--- config.mk ---
export PLATFORM = sky130hd
export DESIGN_NAME = uart_stream_driver
export DESIGN_NICKNAME = d
export VERILOG_FILES = /design/src/rtl/uart_stream_driver.sv
export SDC_FILE = /design/constraint.sdc
export NUM_CORES = 1
export LEC_CHECK = 0
export ABC_AREA = 1
export BUFFER_PORTS_ARGS = -buffer_cell sky130_fd_sc_hd__buf_2
export CAP_MARGIN = 5
export CORE_ASPECT_RATIO = 2
export CORE_MARGIN = 1.5
export CORE_UTILIZATION = 46
export CTS_CLUSTER_DIAMETER = 120
export DETAILED_ROUTE_END_ITERATION = 10
export PLACE_DENSITY = 0.88
export SLEW_MARGIN = 5
export SYNTH_ARGS = -nofsm -noshare
export SYNTH_HDL_FRONTEND = slang
export SYNTH_SLANG_ARGS = --single-unit
--- constraint.sdc ---
create_clock -name clk_10MHz -period 1.7 [get_ports clk_10MHz]
set_input_delay 0.17 -clock clk_10MHz [delete_from_list [all_inputs] [get_ports clk_10MHz]]
set_output_delay 0.17 -clock clk_10MHz [all_outputs]
set_load 0.05 [all_outputs]
--- src/rtl/uart_stream_driver.sv ---
// Streams bytes from a small TX FIFO into a memory-mapped UART and drains
// received bytes, by polling the UART control register.
module uart_stream_driver #(
  parameter int FIFO_DEPTH = 4
) (
  input  logic        clk_10MHz,
  input  logic        rst,
  input  logic [7:0]  tx_data_i,
  input  logic        tx_valid_i,
  output logic        tx_ready_o,
  output logic [7:0]  rx_data_o,
  output logic        rx_valid_o,
  output logic        busy_o,
  output logic        wr_po,
  output logic        reg_sel_po,
  output logic        addr_po,
  output logic [31:0] input_po,
  input  logic [31:0] output_pi
);

  localparam int AW = (FIFO_DEPTH > 1) ? $clog2(FIFO_DEPTH) : 1;
  localparam logic [AW:0] DEPTH_CNT = (AW + 1)'(FIFO_DEPTH);

  typedef enum logic [2:0] {
    POLL, CHECK, WR_DATA, WR_SEND, RD_RX, CAP_RX, CLR_RX
  } state_t;

  state_t        state_q, state_d;
  logic [AW-1:0] wr_ptr_q, wr_ptr_d;
  logic [AW-1:0] rd_ptr_q, rd_ptr_d;
  logic [AW:0]   count_q, count_d;
  logic [7:0]    mem_q [FIFO_DEPTH];

  logic          wr_q, wr_d;
  logic          reg_sel_q, reg_sel_d;
  logic          addr_q, addr_d;
  logic [31:0]   input_q, input_d;
  logic [7:0]    rx_data_q, rx_data_d;
  logic          rx_valid_q, rx_valid_d;
  logic          send_seen_q, send_seen_d;

  logic full, empty, push, pop;
  logic unused_rd_bits;

  assign unused_rd_bits = &{1'b0, output_pi[31:8]};

  assign full       = (count_q == DEPTH_CNT);
  assign empty      = (count_q == '0);
  assign push       = tx_valid_i && !full;
  assign pop        = (state_q == WR_DATA);
  assign tx_ready_o = !full;

  assign wr_po      = wr_q;
  assign reg_sel_po = reg_sel_q;
  assign addr_po    = addr_q;
  assign input_po   = input_q;
  assign rx_data_o  = rx_data_q;
  assign rx_valid_o = rx_valid_q;
  assign busy_o     = !empty || (state_q == WR_DATA) || (state_q == WR_SEND) || send_seen_q;

  always_comb begin
    wr_ptr_d = push ? wr_ptr_q + AW'(1) : wr_ptr_q;
    rd_ptr_d = pop  ? rd_ptr_q + AW'(1) : rd_ptr_q;
    case ({push, pop})
      2'b10:   count_d = count_q + (AW + 1)'(1);
      2'b01:   count_d = count_q - (AW + 1)'(1);
      default: count_d = count_q;
    endcase
  end

  // Bus outputs are computed for the state being entered, so they are registered.
  always_comb begin
    state_d     = state_q;
    wr_d        = 1'b0;
    reg_sel_d   = 1'b0;
    addr_d      = 1'b0;
    input_d     = 32'h0;
    rx_data_d   = rx_data_q;
    rx_valid_d  = 1'b0;
    send_seen_d = send_seen_q;
    case (state_q)
      POLL: state_d = CHECK;
      CHECK: begin
        send_seen_d = output_pi[0];
        if (output_pi[1] && !output_pi[0]) begin
          state_d   = RD_RX;
          reg_sel_d = 1'b1;
          addr_d    = 1'b1;
        end else if (!output_pi[0] && !empty) begin
          state_d   = WR_DATA;
          wr_d      = 1'b1;
          reg_sel_d = 1'b1;
          input_d   = {24'h0, mem_q[rd_ptr_q]};
        end else begin
          state_d = POLL;
        end
      end
      WR_DATA: begin
        state_d = WR_SEND;
        wr_d    = 1'b1;
        input_d = 32'h1;
      end
      // The send bit was just written, so stay busy until CHECK sees it.
      WR_SEND: begin
        state_d     = POLL;
        send_seen_d = 1'b1;
      end
      RD_RX: begin
        state_d   = CAP_RX;
        reg_sel_d = 1'b1;
        addr_d    = 1'b1;
      end
      CAP_RX: begin
        state_d    = CLR_RX;
        rx_data_d  = output_pi[7:0];
        rx_valid_d = 1'b1;
        wr_d       = 1'b1;
      end
      CLR_RX:  state_d = POLL;
      default: state_d = POLL;
    endcase
  end

  always_ff @(posedge clk_10MHz or negedge rst) begin
    if (!rst) begin
      state_q     <= POLL;
      wr_ptr_q    <= '0;
      rd_ptr_q    <= '0;
      count_q     <= '0;
      wr_q        <= 1'b0;
      reg_sel_q   <= 1'b0;
      addr_q      <= 1'b0;
      input_q     <= 32'h0;
      rx_data_q   <= 8'h0;
      rx_valid_q  <= 1'b0;
      send_seen_q <= 1'b0;
    end else begin
      state_q     <= state_d;
      wr_ptr_q    <= wr_ptr_d;
      rd_ptr_q    <= rd_ptr_d;
      count_q     <= count_d;
      wr_q        <= wr_d;
      reg_sel_q   <= reg_sel_d;
      addr_q      <= addr_d;
      input_q     <= input_d;
      rx_data_q   <= rx_data_d;
      rx_valid_q  <= rx_valid_d;
      send_seen_q <= send_seen_d;
    end
  end

  always_ff @(posedge clk_10MHz) begin
    if (push) mem_q[wr_ptr_q] <= tx_data_i;
  end

endmodule

==> flow_summary_export.csv, run 1 <==
group,metric,value,unit
worst_setup_path,r2r_start,"count_q[1]$_DFFE_PN0P_",
global_routing,grt_overflow_total,0,
worst_setup_path,endpoint_kind,"flop",
sta,fin_crit_sh,0.939,
routing,wirelength,4470,um
power,switching_share,0.395,
routing,viasPerCell,4.57,
sta,min_period,1.60,ns
routing,drtAntennaViolNets,0,
job,maxCapViolations,0,
final_layout,layout-drive-gt1-share,0.262,
die,die_h,114,um
clocking,path_clk_slew,0.05,ns
global_routing,grt_max_degree,32,
clocking,root_buffer,"clkbuf_16",
routing,drc_errors,0,
die,ioPinCount,89,
routing,drt-wirelength-per-cell,10.9,um
hold_path,min_to,"rx_data_o[7]$_DFFE_PN0P_",
routing,first_pass_iters,4,
synthesis,seq_area_frac_synth,0.610,
synthesis,synth_cell_types,29,
routing,vias,1874,
sta,hold_viol,0,
sta,rsz0062_at_grt,"no",
final_layout,diodes,0,
synthesis,synth_flop_cell,"edfxtp_1",
worst_setup_path,path_class,"flop to flop",
power,powerDensity,1920,nW/um^2
final_layout,fillers,487,
power,p_total,6.58,mW
power,leakagePower,1.80,nW
synthesis,synth_area_per_cell,10.1,sq um
sta,slew_viol_final,0,
clocking,worstSkewPairLatency,0.33,ns
synthesis,netlist_top_cells_area,"edfxtp_1 (34%), dfrtp_1 (27%), nand2_1 (12%), buf_4 (6.6%), inv_1 (5.0%)",
die,core,6010,sq um
hold_path,min_from,"output_pi[7]",
synthesis,syn_area,2850,sq um
worst_setup_path,r2r_slack,0.10,ns
global_routing,antenna_found_initial,0,
clocking,clock-sinks,63,
sta,maxSlewHeadroom,0.564,
placement,dpl.hpwl,3440,um
hold_path,holdPathStages,3,
synthesis,muxShareOfSynthArea,0,
synthesis,synth-edff-count,32,
final_layout,final_cell_area,3430,sq um
sta,worst_pin_slew,0.654,ns
synthesis,synth-compound-area-share,0.0167,
synthesis,netlist.area_leader.share,0.338,
power,pwr-share-seq,0.355,
synthesis,synth_top_family_by_area,"simple AND/OR/NAND/NOR gates",
clocking,cts_inserted_buffers,9,
synthesis,yosys_warnings,0,
global_routing,grt_pass1_vias,1723,
sta,fin_skew,0.0113,ns
power,p_int,3.98,mW
worst_setup_path,worstPathRequired,1.91,ns
power,p_switching,2.60,mW
hold_path,hold_class,"input port to flop",
worst_setup_path,r2r_cells,9,
die,rows,40,
die,die_area,6700,sq um
clocking,clk_path_buf_depth,2,
synthesis,synthAdderAreaFrac,0.0290,
global_routing,track_usage,0.145,
placement,io_buffer_count,40,
synthesis,synth_top_area_cell,"edfxtp_1",
power,vdd_ir_drop_max,767,uV
routing,drtIter0Drc,79,
synthesis,async_flop_share,0.492,
synthesis,synthSimpleGateAreaFrac,0.193,
clocking,htree_levels,3,
worst_setup_path,cp.arrival,1.81,ns
die,die_w,58.6,um
synthesis,syn-instance-count,281,
clocking,cts_resized,0,
final_layout,area_growth,20.5,%
die,start_util,0.474,
worst_setup_path,worstPathMaxFanout,3,
placement,place_area,3110,sq um
placement,place_congestion,0.777,
clocking,cts_tree,"yes",
worst_setup_path,cp-start-kind,"flop",
outcome,status,"finished clean",
synthesis,synthXorXnorAreaFrac,0.0123,
sta,setup_violations,0,
power,pwr-share-comb,0.390,
final_layout,final_nets,391,
global_routing,grt_pass1_wl,6950,um
synthesis,synth_seq_cells,63,
worst_setup_path,reg2reg_to,"count_q[2]$_DFFE_PN0P_",
power,clockPowerShare,0.255,
sta,max_freq,0.627,GHz
power groups by stage:
stage,clock [mW],combinational (mW),sequential (mW)
final,1.68,2.56,2.33
after global routing,1.77,2.82,2.37
after CTS,1.72,2.52,2.34
after detailed placement,0,2.50,2.36
after global placement,0,2.41,2.34
after floorplan,0,1.45,2.86
layer usage:
metal,up-vias,part of all wire,GRT usage
met2,72,0.57,0.267
met3,21,0.045,0.0339
met4,0,0.047,0.130
met1,843,0.34,0.115
met5,-,0,0
li1,938,-,-
kinds of logic (layout without fill, tap and decap cells):
| family | count (synthesis) | count (layout) |
|---|---|---|
| XOR/XNOR | 4 | 4 |
| buffers and inverters | 74 | 117 |
| AND/OR/NAND/NOR | 125 | 125 |
| adder cells (fa/ha/maj) | 6 | 6 |
| other | 1 | 24 |
| AO/OA/AOI/OAI | 8 | 8 |
| flip-flops | 63 | 63 |
area by class of cell:
cell class / instances / area, sq um / area share
well taps: 63 / 78.8 / 0.0230
multi-input cells: 167 / 837 / 0.244
clock buffers: 11 / 233 / 0.0679
repair buffers: 56 / 323 / 0.0941
flip-flops and latches: 63 / 1740 / 0.506
clock inverters: 5 / 50.0 / 0.0146
inverters: 45 / 171 / 0.0500
repair_timing:
action,4_1_cts,5_1_grt
setup buffers,0,4
hold buffers,1,0
endpoints found under the setup margin,0,1
endpoints found under the hold margin,31,0
per-stage QoR:
step | hold WS, ns | setup TNS [ns] | std cells | utilization | setup WS (ns)
final | 0.0394 | 0 | 410 | 0.571 | 0.104
after global routing | 0.0439 | 0 | 410 | 0.571 | 0.000944
after CTS | 0.0310 | 0 | 406 | 0.566 | 0.0554
after detailed placement | 0.239 | 0 | 389 | 0.517 | 0.0651
after global placement | 0.231 | 0 | 389 | 0.517 | 0.124
after floorplan | -0.126 | -0.0630 | 304 | - | -0.0546
registers in the layout, indices dropped and copies added, names as in the netlist:
register	flops
mem_q	32
input_po	8
rx_data_o	8
count_q	3
state_q	3
rd_ptr_q	2
wr_ptr_q	2
addr_po	1
reg_sel_po	1
rx_valid_o	1
send_seen_q	1
wr_po	1
cell usage after synthesis, types with 5 or more instances:
cell type	n
nand2_1	93
inv_1	38
edfxtp_1	32
dfrtp_1	31
buf_4	25
nand3_1	14
inv_2	6
nor2_1	6
ha_1	5
cell usage in the layout (no fill, tap or decap), drive strengths merged:
master,netlist,final
inv,45,45
xnor2,2,2
clkinv,0,4
conb,1,24
nand3,17,17
o21bai,2,2
nor3,2,2
xor2,2,2
clkbuf,0,11
nand3b,1,1
o21ai,3,3
nand2,95,95
dlygate4sd3,0,1
ha,5,5
fa,1,1
dfrtp,31,31
bufinv,0,1
a21oi,2,2
buf,29,55
o211ai,1,1
nor2,10,10
edfxtp,32,32
worst max-delay path by stage:
stage	start	end	slack (ns)
2_1_floorplan	count_q[0]$_DFFE_PN0P_	count_q[2]$_DFFE_PN0P_	-0.05
3_3_place_gp	count_q[0]$_DFFE_PN0P_	count_q[2]$_DFFE_PN0P_	0.12
3_5_place_dp	state_q[0]$_DFF_PN0_	count_q[2]$_DFFE_PN0P_	0.07
4_1_cts	state_q[0]$_DFF_PN0_	count_q[2]$_DFFE_PN0P_	0.06
5_1_grt	count_q[0]$_DFFE_PN0P_	count_q[2]$_DFFE_PN0P_	0.0009
6_report	count_q[1]$_DFFE_PN0P_	count_q[2]$_DFFE_PN0P_	0.10
worst max-delay path, cell delays in order (launching register included):
cell and delay, ns:
dfrtp_1 0.41, inv_2 0.10, nand3_4 0.09, nand2_4 0.08, ha_4 0.13, inv_2 0.04, fa_2 0.35, nand2_1 0.06
nand3b_1 0.08, xnor2_1 0.13
Power figures use the tool's default switching activity.
==> run 2, diff against run 1 <==
Settings changed: CORE_UTILIZATION 46 to 50, PLACE_DENSITY 0.88 to 0.9, RECOVER_POWER set to 100.
Clock period 1.7 ns to 2 ns, I/O delays scaled along.
==> flow_summary_export.csv, run 2 (synthesis results as in run 1) <==
group,metric,value,unit
routing,drtAntennaViolNets,0,
power,leakagePower,1.60,nW
clocking,cts_resized,0,
clocking,worstSkewPairLatency,0.33,ns
routing,drt-wirelength-per-cell,10.9,um
global_routing,antenna_found_initial,0,
worst_setup_path,slowest_delay,0.41,ns
die,die_w,56.4,um
routing,drc_errors,0,
placement,place_area,3040,sq um
clocking,clock-sinks,63,
worst_setup_path,cp-start-kind,"flop",
hold_path,hold_class,"input port to flop",
worst_setup_path,path_cells,"inv_1 -> nand3_2 -> nand2_2 -> ha_1 -> inv_1 -> fa_1 -> nand2_1 -> nand3b_1 -> xnor2_1",
final_layout,fillers,463,
power,clockPowerShare,0.221,
placement,place_congestion,0.793,
final_layout,final_nets,382,
die,die_area,6180,sq um
worst_setup_path,cpMostUsedCell,"inv_1",
sta,worst_pin_slew,0.754,ns
final_layout,diodes,0,
power,pwr-share-comb,0.383,
worst_setup_path,worstPathMaxFanout,7,
power,p_int,2.94,mW
outcome,status,"finished clean",
worst_setup_path,slowest_stage,"dfrtp_1",
sta,maxSlewHeadroom,0.497,
final_layout,area_growth,12.0,%
worst_setup_path,endpoint_kind,"flop",
sta,max_freq,0.550,GHz
final_layout,multi_input_area,800,sq um
clocking,root_buffer,"clkbuf_8",
routing,vias,1829,
power,pwr-share-seq,0.397,
die,rows,38,
die,die_h,110,um
power,p_total,5.05,mW
die,core,5470,sq um
power,powerDensity,1580,nW/um^2
sta,setup_tns,0,ns
worst_setup_path,worstPathRequired,2.22,ns
routing,first_pass_iters,4,
global_routing,grt_overflow_total,0,
routing,wirelength,4360,um
sta,hold_viol,0,
sta,slew_viol_final,0,
routing,viasPerCell,4.60,
global_routing,grt_pass1_wl,6960,um
final_layout,regMostFlops,"mem_q",
worst_setup_path,r2r_slack,0.18,ns
final_layout,layout_commonest_cell,"nand2_1",
worst_setup_path,cp.arrival,2.04,ns
sta,min_period,1.82,ns
clocking,cts_tree,"yes",
worst_setup_path,path_class,"flop to flop",
power,switching_share,0.418,
final_layout,final_cell_area,3190,sq um
sta,setup_violations,0,
worst_setup_path,path_delay_family,"adder cells",
power,p_switching,2.11,mW
die,start_util,0.521,
sta,fin_crit_sh,0.909,
sta,fin_skew,0.0106,ns
sta,rsz0062_at_grt,"no",
placement,place_ws,0.170,ns
global_routing,grt_max_degree,32,
sta,setup_ws,0.182,ns
clocking,path_clk_slew,0.07,ns
global_routing,grt_pass1_vias,1730,
final_layout,seq_area,1740,sq um
placement,io_buffer_count,40,
clocking,htree_levels,3,
clocking,clk_path_buf_depth,2,
placement,dpl.hpwl,3340,um
global_routing,track_usage,0.153,
worst_setup_path,timing.critical_path.buf_inv,2,
clocking,cts_inserted_buffers,9,
job,maxCapViolations,0,
die,ioPinCount,89,
sta,holdWs,0.0670,ns
final_layout,layout_common_cells,"nand2_1 (93), inv_1 (40), clkbuf_1 (36)",
power,vdd_ir_drop_max,976,uV
final_layout,layout-drive-gt1-share,0.109,
final_layout,largest_reg_flops,32,
routing,drtIter0Drc,50,
## run 2: cell types whose count changed in the layout (fill, tap and decap cells not counted), sizes merged
| cell | before | now |
|---|---|---|
| buf | 55 | 11 |
| clkinv | 4 | 3 |
| clkbuf | 11 | 46 |
| bufinv | 1 | 2 |
## run 2: final cells by class
cell class,count,area share
sequential,63,0.545
multi-input combinational,167,0.251
timing repair buffer,47,0.0636
clock inverter,5,0.0228
inverter,45,0.0537
tap,60,0.0235
clock buffer,11,0.0412
## run 2: stage by stage
step,instances,utilization
2_1_floorplan,304,-
4_1_cts,398,0.595
5_1_grt,398,0.583
6_report,398,0.583
3_5_place_dp,381,0.556
3_3_place_gp,381,0.556
## run 2: path summary, 6_finish.rpt
check / startpoint / endpoint / cells after the start
min in group asynchronous: rst / send_seen_q$_DFFE_PN0P_ / 2
max reg2reg: count_q[1]$_DFFE_PN0P_ / count_q[2]$_DFFE_PN0P_ / 9
max: count_q[1]$_DFFE_PN0P_ / count_q[2]$_DFFE_PN0P_ / 9
max in group asynchronous: rst / rx_data_o[5]$_DFFE_PN0P_ / 2
min: output_pi[6] / rx_data_o[6]$_DFFE_PN0P_ / 3
min reg2reg: rx_data_o[6]$_DFFE_PN0P_ / rx_data_o[6]$_DFFE_PN0P_ / 2
## run 2: metal layers
layer  vias up  part of all wire  GRT usage
li1        917                 -          -
met5         -                 0          0
met3        13             0.058     0.0400
met1       823              0.34      0.126
met2        76              0.56      0.284
met4         0             0.040      0.141
## run 2: tightest hold or removal path, stage by stage
cell	delay, ns
buf_2	0.07
nand2_1	0.04
nand2_1	0.05
## run 2: what timing repair did
item	4_1_cts	5_1_grt
endpoints found under the setup margin	0	0
hold endpoints to repair	31	0
buffers inserted	0	0
hold buffers	1	0
## run 2: power groups by stage
| stage | sequential (mW) | combinational, mW | clock, mW |
|---|---|---|---|
| 2_1_floorplan | 2.43 | 1.19 | 0 |
| 3_3_place_gp | 2.00 | 1.93 | 0 |
| 3_5_place_dp | 2.02 | 2.01 | 0 |
| 4_1_cts | 1.99 | 2.02 | 1.14 |
| 5_1_grt | 2.04 | 2.13 | 1.20 |
| 6_report | 2.00 | 1.93 | 1.11 |
